<file path="config.mk">
export PLATFORM = sky130hd
export DESIGN_NAME = muldiv_unit
export DESIGN_NICKNAME = d
export VERILOG_FILES = /design/src/rtl/muldiv_pkg.sv /design/src/rtl/muldiv_step.sv /design/src/rtl/muldiv_unit.sv
export SDC_FILE = /design/constraint.sdc
export NUM_CORES = 1
export LEC_CHECK = 0
export ABC_AREA = 1
export BUFFER_PORTS_ARGS = -buffer_cell sky130_fd_sc_hd__buf_2
export CORE_ASPECT_RATIO = 0.5
export CORE_MARGIN = 3
export CORE_UTILIZATION = 45
export DETAILED_ROUTE_END_ITERATION = 10
export GPL_TIMING_DRIVEN = 0
export PLACE_DENSITY = 0.69
export SLEW_MARGIN = 15
export SYNTH_ARGS = -nofsm -noshare
export SYNTH_HDL_FRONTEND = slang
export SYNTH_HIERARCHICAL = 1
export SYNTH_SLANG_ARGS = --single-unit
</file>
<file path="constraint.sdc">
create_clock -name clock -period 3.4 [get_ports clock]
set_input_delay 0.34 -clock clock [delete_from_list [all_inputs] [get_ports clock]]
set_output_delay 0.34 -clock clock [all_outputs]
set_load 0.02 [all_outputs]
</file>
<file path="src/rtl/muldiv_pkg.sv">
// muldiv_pkg: shared op_code constants and FSM state encoding for muldiv_unit.
package muldiv_pkg;

  localparam int unsigned OP_W = 3;

  localparam logic [OP_W-1:0] OP_MULT  = 3'b000;
  localparam logic [OP_W-1:0] OP_MULTU = 3'b001;
  localparam logic [OP_W-1:0] OP_DIV   = 3'b010;
  localparam logic [OP_W-1:0] OP_DIVU  = 3'b011;
  localparam logic [OP_W-1:0] OP_MTHI  = 3'b100;
  localparam logic [OP_W-1:0] OP_MTLO  = 3'b101;

  typedef enum logic [1:0] {
    IDLE = 2'd0,
    RUN  = 2'd1,
    FIX  = 2'd2
  } state_t;

endpackage

</file>
<file path="src/rtl/muldiv_step.sv">
// muldiv_step: one combinational iteration on the shared 2*WIDTH accumulator.
//   is_div   : 1 = restoring shift-subtract step, 0 = shift-add step
//   acc      : current accumulator {upper, lower}
//   opnd     : multiplicand magnitude (mul) or divisor magnitude (div)
//   acc_next : accumulator after this step
module muldiv_step
  import muldiv_pkg::*;
#(
  parameter int unsigned WIDTH = 32
) (
  input  logic               is_div,
  input  logic [2*WIDTH-1:0] acc,
  input  logic [WIDTH-1:0]   opnd,
  output logic [2*WIDTH-1:0] acc_next
);

  logic [WIDTH:0] add_sum;
  logic [WIDTH:0] rem;
  logic [WIDTH:0] diff;

  always_comb begin
    // Multiply: lower half holds the multiplier, its LSB gates the add, then shift right.
    add_sum = {1'b0, acc[2*WIDTH-1:WIDTH]} + (acc[0] ? {1'b0, opnd} : '0);
    // Divide: shift the next dividend bit into the partial remainder.
    rem     = {acc[2*WIDTH-1:WIDTH], acc[WIDTH-1]};
    diff    = rem - {1'b0, opnd};
    if (is_div) begin
      // diff[WIDTH] set means rem < divisor: restore and shift in a 0 quotient bit.
      if (diff[WIDTH]) begin
        acc_next = {rem[WIDTH-1:0], acc[WIDTH-2:0], 1'b0};
      end else begin
        acc_next = {diff[WIDTH-1:0], acc[WIDTH-2:0], 1'b1};
      end
    end else begin
      acc_next = {add_sum, acc[WIDTH-1:1]};
    end
  end

endmodule

</file>
<file path="src/rtl/muldiv_unit.sv">
// muldiv_unit: iterative MIPS-style HI/LO multiply/divide unit.
//   clock, reset_n      : clock and asynchronous active-low reset
//   op_valid, op_code   : request strobe and operation (MULT/MULTU/DIV/DIVU/MTHI/MTLO)
//   op_a, op_b          : rs / rt operand values, captured at acceptance
//   cancel              : flush; aborts an in-flight operation, blocks acceptance in IDLE
//   op_ready, busy      : handshake / in-flight status
//   done                : one-cycle pulse after HI/LO receive a MULT/DIV result
//   hi, lo              : architectural HI/LO registers
module muldiv_unit
  import muldiv_pkg::*;
#(
  parameter int unsigned WIDTH = 32
) (
  input  logic             clock,
  input  logic             reset_n,
  input  logic             op_valid,
  input  logic [OP_W-1:0]  op_code,
  input  logic [WIDTH-1:0] op_a,
  input  logic [WIDTH-1:0] op_b,
  input  logic             cancel,
  output logic             op_ready,
  output logic             busy,
  output logic             done,
  output logic [WIDTH-1:0] hi,
  output logic [WIDTH-1:0] lo
);

  localparam int unsigned ACC_W = 2 * WIDTH;
  localparam int unsigned CNT_W = $clog2(WIDTH + 1);

  state_t           state_q, state_d;
  logic [CNT_W-1:0] cnt_q, cnt_d;
  logic [ACC_W-1:0] acc_q, acc_d, acc_step;
  logic [WIDTH-1:0] opnd_q, opnd_d;
  logic             is_div_q, is_div_d;
  logic             sign_res_q, sign_res_d;
  logic             sign_rem_q, sign_rem_d;
  logic             div0_q, div0_d;
  logic [WIDTH-1:0] hi_q, hi_d;
  logic [WIDTH-1:0] lo_q, lo_d;
  logic             busy_q, busy_d;
  logic             ready_q, ready_d;
  logic             done_q, done_d;

  logic             is_signed;
  logic             req_div;
  logic [WIDTH-1:0] mag_a, mag_b;
  logic [ACC_W-1:0] prod_fix;
  logic [WIDTH-1:0] quot_fix, rem_fix;

  muldiv_step #(.WIDTH(WIDTH)) u_step (
    .is_div   (is_div_q),
    .acc      (acc_step_in()),
    .opnd     (opnd_q),
    .acc_next (acc_step)
  );

  function automatic logic [ACC_W-1:0] acc_step_in();
    return acc_q;
  endfunction

  // Request decode and sign-corrected results.
  always_comb begin
    is_signed = (op_code == OP_MULT) || (op_code == OP_DIV);
    req_div   = op_code[1];
    mag_a     = (is_signed && op_a[WIDTH-1]) ? -op_a : op_a;
    mag_b     = (is_signed && op_b[WIDTH-1]) ? -op_b : op_b;
    prod_fix  = sign_res_q ? -acc_q : acc_q;
    quot_fix  = sign_res_q ? -acc_q[WIDTH-1:0] : acc_q[WIDTH-1:0];
    rem_fix   = sign_rem_q ? -acc_q[ACC_W-1:WIDTH] : acc_q[ACC_W-1:WIDTH];
  end

  // Next-state and output logic.
  always_comb begin
    state_d    = state_q;
    cnt_d      = cnt_q;
    acc_d      = acc_q;
    opnd_d     = opnd_q;
    is_div_d   = is_div_q;
    sign_res_d = sign_res_q;
    sign_rem_d = sign_rem_q;
    div0_d     = div0_q;
    hi_d       = hi_q;
    lo_d       = lo_q;
    busy_d     = busy_q;
    ready_d    = ready_q;
    done_d     = 1'b0;

    unique case (state_q)
      IDLE: begin
        if (op_valid && !cancel) begin
          if (!op_code[2]) begin
            // Lower half holds the multiplier (mul) or dividend (div).
            state_d    = RUN;
            cnt_d      = CNT_W'(WIDTH);
            is_div_d   = req_div;
            opnd_d     = req_div ? mag_b : mag_a;
            acc_d      = {{WIDTH{1'b0}}, (req_div ? mag_a : mag_b)};
            sign_res_d = is_signed && (op_a[WIDTH-1] ^ op_b[WIDTH-1]);
            sign_rem_d = is_signed && op_a[WIDTH-1];
            div0_d     = req_div && (op_b == '0);
            busy_d     = 1'b1;
            ready_d    = 1'b0;
          end else if (op_code == OP_MTHI) begin
            hi_d = op_a;
          end else if (op_code == OP_MTLO) begin
            lo_d = op_a;
          end
        end
      end
      RUN: begin
        if (cancel) begin
          state_d = IDLE;
          cnt_d   = '0;
          busy_d  = 1'b0;
          ready_d = 1'b1;
        end else begin
          acc_d = acc_step;
          cnt_d = cnt_q - CNT_W'(1);
          if (cnt_q == CNT_W'(1)) begin
            state_d = FIX;
          end
        end
      end
      FIX: begin
        state_d = IDLE;
        busy_d  = 1'b0;
        ready_d = 1'b1;
        if (!cancel) begin
          done_d = 1'b1;
          if (is_div_q) begin
            // Divide-by-zero leaves the dividend magnitude in the upper half, so the
            // remainder sign fix reproduces op_a exactly; quotient is forced to all ones.
            hi_d = rem_fix;
            lo_d = div0_q ? '1 : quot_fix;
          end else begin
            {hi_d, lo_d} = prod_fix;
          end
        end
      end
      default: begin
        state_d = IDLE;
        busy_d  = 1'b0;
        ready_d = 1'b1;
      end
    endcase
  end

  // State registers.
  always_ff @(posedge clock or negedge reset_n) begin
    if (!reset_n) begin
      state_q    <= IDLE;
      cnt_q      <= '0;
      acc_q      <= '0;
      opnd_q     <= '0;
      is_div_q   <= 1'b0;
      sign_res_q <= 1'b0;
      sign_rem_q <= 1'b0;
      div0_q     <= 1'b0;
      hi_q       <= '0;
      lo_q       <= '0;
      busy_q     <= 1'b0;
      ready_q    <= 1'b1;
      done_q     <= 1'b0;
    end else begin
      state_q    <= state_d;
      cnt_q      <= cnt_d;
      acc_q      <= acc_d;
      opnd_q     <= opnd_d;
      is_div_q   <= is_div_d;
      sign_res_q <= sign_res_d;
      sign_rem_q <= sign_rem_d;
      div0_q     <= div0_d;
      hi_q       <= hi_d;
      lo_q       <= lo_d;
      busy_q     <= busy_d;
      ready_q    <= ready_d;
      done_q     <= done_d;
    end
  end

  assign op_ready = ready_q;
  assign busy     = busy_q;
  assign done     = done_q;
  assign hi       = hi_q;
  assign lo       = lo_q;

endmodule

</file>
Word level (Yosys, flattened, before mapping)
Index checks and enable logic that the tools add are counted.
{"block": "totals", "input_bits": 71, "ff_bits": 175, "wordCells": 105}
{"block": "classes", "muxes": 47, "eq_ne": 16, "n_reduce_logical": 19, "n_bitwise": 2, "add_sub_neg": 8}
{"operator": "2-to-1 mux 32 bit", "n": 19}
{"operator": "2-to-1 mux 64 bit", "n": 6}
{"operator": "negator 32 bit", "n": 4}
{"operator": "case mux 32 bit (2 select lines)", "n": 2}
{"operator": "case mux 64 bit (2 select lines)", "n": 1}
{"operator": "negator 64 bit", "n": 1}
{"operator": "adder 32 x 33 -> 33 bit", "n": 1}
{"operator": "subtractor 33 x 32 -> 33 bit", "n": 1}
{"operator": "zero test 32 bit", "n": 1}
{"operator": "2-to-1 mux 6 bit", "n": 3}
{"operator": "inequality test 2 bit (second input constant)", "n": 9}
{"operator": "case mux 6 bit (2 select lines)", "n": 1}
{"operator": "AND reduction 3 bit", "n": 4}
{"operator": "2-to-1 mux 1 bit", "n": 8}
{"operator": "2-to-1 mux 2 bit", "n": 4}
{"operator": "equality test 3 bit (second input constant)", "n": 2}
{"operator": "equality test 6 x 1 -> 1 bit (second input constant)", "n": 1}
{"operator": "AND reduction 6 bit", "n": 1}
{"operator": "subtractor 6 x 1 -> 6 bit (second input constant)", "n": 1}
{"operator": "logical AND 1 bit", "n": 5}
{"operator": "AND reduction 5 bit", "n": 1}
{"operator": "case mux 1 bit (2 select lines)", "n": 2}
{"operator": "case mux 2 bit (2 select lines)", "n": 1}
{"operator": "AND reduction 4 bit", "n": 1}
{"operator": "11 further kinds", "n": 12}

Logic depth before layout (Yosys ltp)
{"block": "logic_depth", "depth_word": 8, "ltp_mapped": 20, "depth_no_buf": 19}

Hierarchy
The synthesis kept the hierarchy.
{"mod": "muldiv_unit", "cells_per_inst": 2049, "area_each_um2": 12697.2, "seq_area_each_um2": 4380.5, "n_inst": 1}
{"mod": "muldiv_step", "cells_per_inst": 1307, "area_each_um2": 6336.1, "seq_area_each_um2": 0.0, "n_inst": 1}

Least setup slack after synthesis
No wires, ideal clock.
{"block": "synth_timing", "path_kind": "reg-to-reg", "from": "register acc_q[0]", "to": "register acc_q[43]", "setup_time_ps": 130, "slack_ps": 784, "n_path_buf": 2, "arrival_time_ps": 2486, "required_ps": 3270, "period_less_slack_ps": 2616, "path_stages_with_launch": 18, "cell_sequence": "dfrtp_1 > clkbuf_1 > clkbuf_1 > nand2_1 > inv_1 > ha_1 > fa_1 > nand3_1 > nand2_1 > nand2_1 > o211ai_1 > nand2_1 > nand2_1 > or2_2 > nand3_1 > nand2_1 > nand3_1 > o21ai_0"}
{"block": "synth_via", "elab_chain_len": 5}
{"element": "start, declared", "line_no": "muldiv_unit.sv:33", "text": "logic [ACC_W-1:0] acc_q, acc_d, acc_step;"}
{"element": "start signal, assigned", "line_no": "muldiv_unit.sv:154", "text": "acc_q <= '0;"}
{"element": "start signal, assigned", "line_no": "muldiv_unit.sv:168", "text": "acc_q <= acc_d;"}
{"element": "2-to-1 mux 32 bit", "line_no": "muldiv_step.sv:23", "text": "add_sum = {1'b0, acc[2*WIDTH-1:WIDTH]} + (acc[0] ? {1'b0, opnd} : '0);"}
{"element": "adder 32 x 33 -> 33 bit", "line_no": "muldiv_step.sv:23"}
{"element": "2-to-1 mux 64 bit", "line_no": "muldiv_step.sv:27", "text": "if (is_div) begin"}
{"element": "net acc_step[43]", "line_no": "muldiv_unit.sv:33"}
{"element": "2-to-1 mux 64 bit", "line_no": "muldiv_unit.sv:112", "text": "if (cancel) begin"}
{"element": "case mux 64 bit (2 select lines)", "line_no": "muldiv_unit.sv:89", "text": "unique case (state_q)"}
The timed path passes the listed nets, and every way through them passes these cells. The select of a mux whose other input is x is not followed.
A chain may end at the register's enable or synchronous reset.

Worst setup path after layout
{"block": "layout_timing", "from": "register acc_q[0]", "to": "register acc_q[60]"}
The elaborated chain is that of the path after synthesis.

==> impl_metrics.py <==
metrics = {
    "route": {
        "antenna_left": 0,
        "vias": 23820,
        "wl_mm": 94.16,
        "drtIter0Drc": 3664,
        "dr.pass1.iters": 6,
        "drc": 0,
        "via_per_inst": 5.818,
        "routedWlPerCell_um": 23.00,
    },
    "logic_synthesis": {
        "synthTopCellsByArea": "dfrtp_1 (23%), nand2_1 (21%), nand3_1 (10%), nor2_1 (9.4%), inv_1 (8.3%)",
        "synth_edf_count": 0,
        "syn_inst": 3356,
        "synth_cell_types": 52,
        "synthFlopType": "dfrtp_1",
        "avgSynthCellArea_um2": 5.671,
        "synth_seq_cells": 175,
        "synth_top_family_by_area": "simple AND/OR/NAND/NOR gates",
        "syn_nets": 3499,
        "yosys.area_share.simple_pct": 45.75,
        "yosysSeqAreaShare_pct": 23.01,
        "synth_top_area_share_pct": 22.88,
        "ys_warn_count": 6,
        "synth_compound_area_share_pct": 12.89,
        "syn-cell-area_um2": 19030,
        "synth.largest_area_cell": "dfrtp_1",
        "async_flop_share_pct": 100.0,
        "synthMuxAreaShare_pct": 0,
        "synth_xor_area_share_pct": 2.301,
        "synthAdderAreaFrac_pct": 4.812,
    },
    "setup_path": {
        "worstReg2RegStart": "acc_q[0]",
        "end_kind": "flop",
        "slowest_stage": "dfrtp_2",
        "rrSetupSlack_ns": 0.09,
        "required_ns": 3.73,
        "crit_chain": "clkbuf_2 > nand2_1 > inv_1 > ha_1 > nand2_1 > o21ai_0 > a21oi_1 > o21ai_0 > nand2_1 > nand2_1 > nand2_1 > nand3_1 > nand2_1 > nand3_1 > o21ai_0",
        "critPathMaxFanout": 10,
        "worstReg2RegEnd": "acc_q[60]",
        "worstRegToRegCells": 15,
        "arrival_ns": 3.63,
        "critPathMostFrequentCell": "nand2_1",
        "worst_path_largest_cell_delay_ns": 0.55,
        "start_kind": "flop",
        "path_class": "reg -> reg",
    },
    "timing": {
        "finalMaxSlewViolations": 0,
        "period_minus_slack_ns": 3.307,
        "whs_ns": 0.1314,
        "skew_ns": 0.01667,
        "max_freq_mhz": 302.4,
        "slew_headroom_pct": 23.43,
        "setup_viol": 0,
        "fin_crit_sh_pct": 97.27,
        "worst_pin_slew_ns": 1.149,
        "rsz0062_at_grt": "no",
        "hold_viol": 0,
    },
    "job": {
        "maxCapViolations": 0,
    },
    "clock_tree": {
        "clockRootBuffer": "clkbuf_16",
        "cts_buffers": 17,
        "path_clk_slew_ns": 0.08,
        "worstSkewPairLatency_ns": 0.47,
        "cts_sinks": 175,
        "cts_buffer_depth": 2,
        "tritoncts": "built",
        "htreeDepth": 4,
    },
    "hold_path": {
        "min_path_type": "in -> reg",
        "hp-start": "cancel",
        "holdPathEnd": "done",
        "worstHoldPathCells": 2,
    },
    "global_route": {
        "grt.busiest_layer": "met1",
        "grt-ovfl-total": 0,
        "antenna_found_initial": 0,
        "met1_usage_pct": 58.24,
        "grt_pass1_vias": 21300,
        "grt_pass1_wl_mm": 135.2,
        "met3_usage_pct": 16.49,
        "grt_max_degree": 94,
        "grt.total_usage_pct": 40.93,
        "met2_usage_pct": 54.83,
    },
    "power_and_ir_drop": {
        "powerDensity_nw_per_um2": 1089,
        "leakage_uw": 0.01134,
        "peakVddDrop_mv": 0.5905,
    },
    "floorplanning": {
        "dieArea_um2": 44950,
        "die_y_um": 151.4,
        "core_area_um2": 41050,
        "fp.dieW_um": 296.8,
        "std_cell_rows": 52,
        "boundaryPins": 138,
        "start_util_pct": 46.36,
    },
    "run_status": {
        "outcome": "finished clean",
    },
    "final_layout": {
        "area_delta_synth_final_pct": 10.89,
        "final_common_cell": "nand2_1",
        "drive_above_1_share_pct": 8.392,
        "utilization_pct": 51.41,
        "diodes": 0,
        "fill_cells": 4525,
        "fin_nets": 3657,
        "layout_common_cells": "nand2_1 (1064), nor2_1 (476), inv_1 (422), nand3_1 (383), o21ai_0 (195)",
    },
    "placed_design": {
        "hpwl_mm": 79.17,
        "io_buffers": 136,
        "gp_congestion": 1.110,
    },
}
[synth_stat cells, types with 19 or more instances]
cell type and number:
nor2_1 476, ha_1 70, clkbuf_1 52, inv_1 422, nand3b_1 19, dfrtp_1 174
nand4_1 37, o21ai_0 195, nand3_1 384, o211ai_1 19, nand2_1 1065, buf_2 27
xor2_1 35, a21oi_1 184
[worst max-delay path: cells and delay by family (launching register included)]
| kind | cells | cell delay [ns] |
|---|---|---|
| AO/OA/AOI/OAI | 4 | 1.18 |
| adder cells (fa/ha/maj) | 1 | 0.39 |
| buffers and inverters | 2 | 0.29 |
| flip-flops | 1 | 0.55 |
| AND/OR/NAND/NOR | 8 | 0.75 |
[layer usage]
layer	wire, um	part of all wire (%)
met2	35020	37
met4	3383	3.6
met1	40770	43
met3	14990	16
met5	0	0
[flip-flops by register name (all words and copies together) (netlist names)]
name        cells
acc_q          64
state_q         2
done            1
op_ready        1
hi             32
sign_res_q      1
div0_q          1
opnd_q         32
is_div_q        1
cnt_q           6
sign_rem_q      1
busy            1
lo             32
[per-stage QoR]
| stage | power [uW] | area (um^2) | setup TNS, ns | setup WS (ns) | std cells |
|---|---|---|---|---|---|
| 6_report | 22980 | 21110 | 0 | 0.09278 | 4094 |
| 5_1_grt | 24640 | 21110 | 0 | 0.01383 | 4094 |
| 4_1_cts | 22220 | 21080 | 0 | 0.03757 | 4093 |
| 3_5_place_dp | 20060 | 20460 | -5.249 | -0.5919 | 4060 |
| 3_3_place_gp | 19910 | 20420 | -149.75 | -0.8505 | 4059 |
| 2_1_floorplan | 14700 | 19030 | 0 | 0.7842 | 3356 |
[cells by family after synthesis]
group                      after synthesis
buffers and inverters                  542
adders and majority gates               72
AOI/OAI and AO/OA                      450
and+or+nand+nor                       2067
xor gates and xnor gates                50
DFF                                    175
[how the worst max path moves through the flow]
stage / start / end / slack, ns / depth (start not counted)
finish: acc_q[0] / acc_q[60] / 0.09 / 15
global route: acc_q[0] / acc_q[52] / 0.01 / 15
CTS: acc_q[0] / acc_q[45] / 0.04 / 16
detailed placement: acc_q[0] / acc_q[63] / -0.59 / 18
global placement: reset_n / acc_q[12] / -0.85 / 1
floorplan: acc_q[0] / acc_q[43] / 0.78 / 17
[power breakdown]
| part | switching, uW | leakage, uW | internal (uW) |
|---|---|---|---|
| Combinational | 11500 | 0.00894 | 4800 |
| Clock | 1020 | 0.000292 | 1070 |
| Sequential | 1540 | 0.00211 | 3050 |
[final cells by class]
type / instances / area (um^2) / area share [%]
repair buffers: 141 / 750.7 / 3.557
clock inverters: 14 / 158.9 / 0.7529
multi-input cells: 2639 / 12530 / 59.38
clock buffers: 18 / 439.2 / 2.081
plain buffers: 102 / 490.5 / 2.324
inverters: 438 / 1644 / 7.789
well taps: 567 / 709.4 / 3.361
flip-flops and latches: 175 / 4382 / 20.76
[what timing repair did]
| action | in CTS | in global routing |
|---|---|---|
| buffers inserted | 1 | 2 |
| hold endpoints to repair | 81 | 0 |
| hold buffers | 1 | 0 |
| setup endpoints to repair | 17 | 11 |
| gates cloned | 0 | 0 |
| resized for setup | 4 | 7 |
Note: power is estimated with default switching activity, not from simulation.
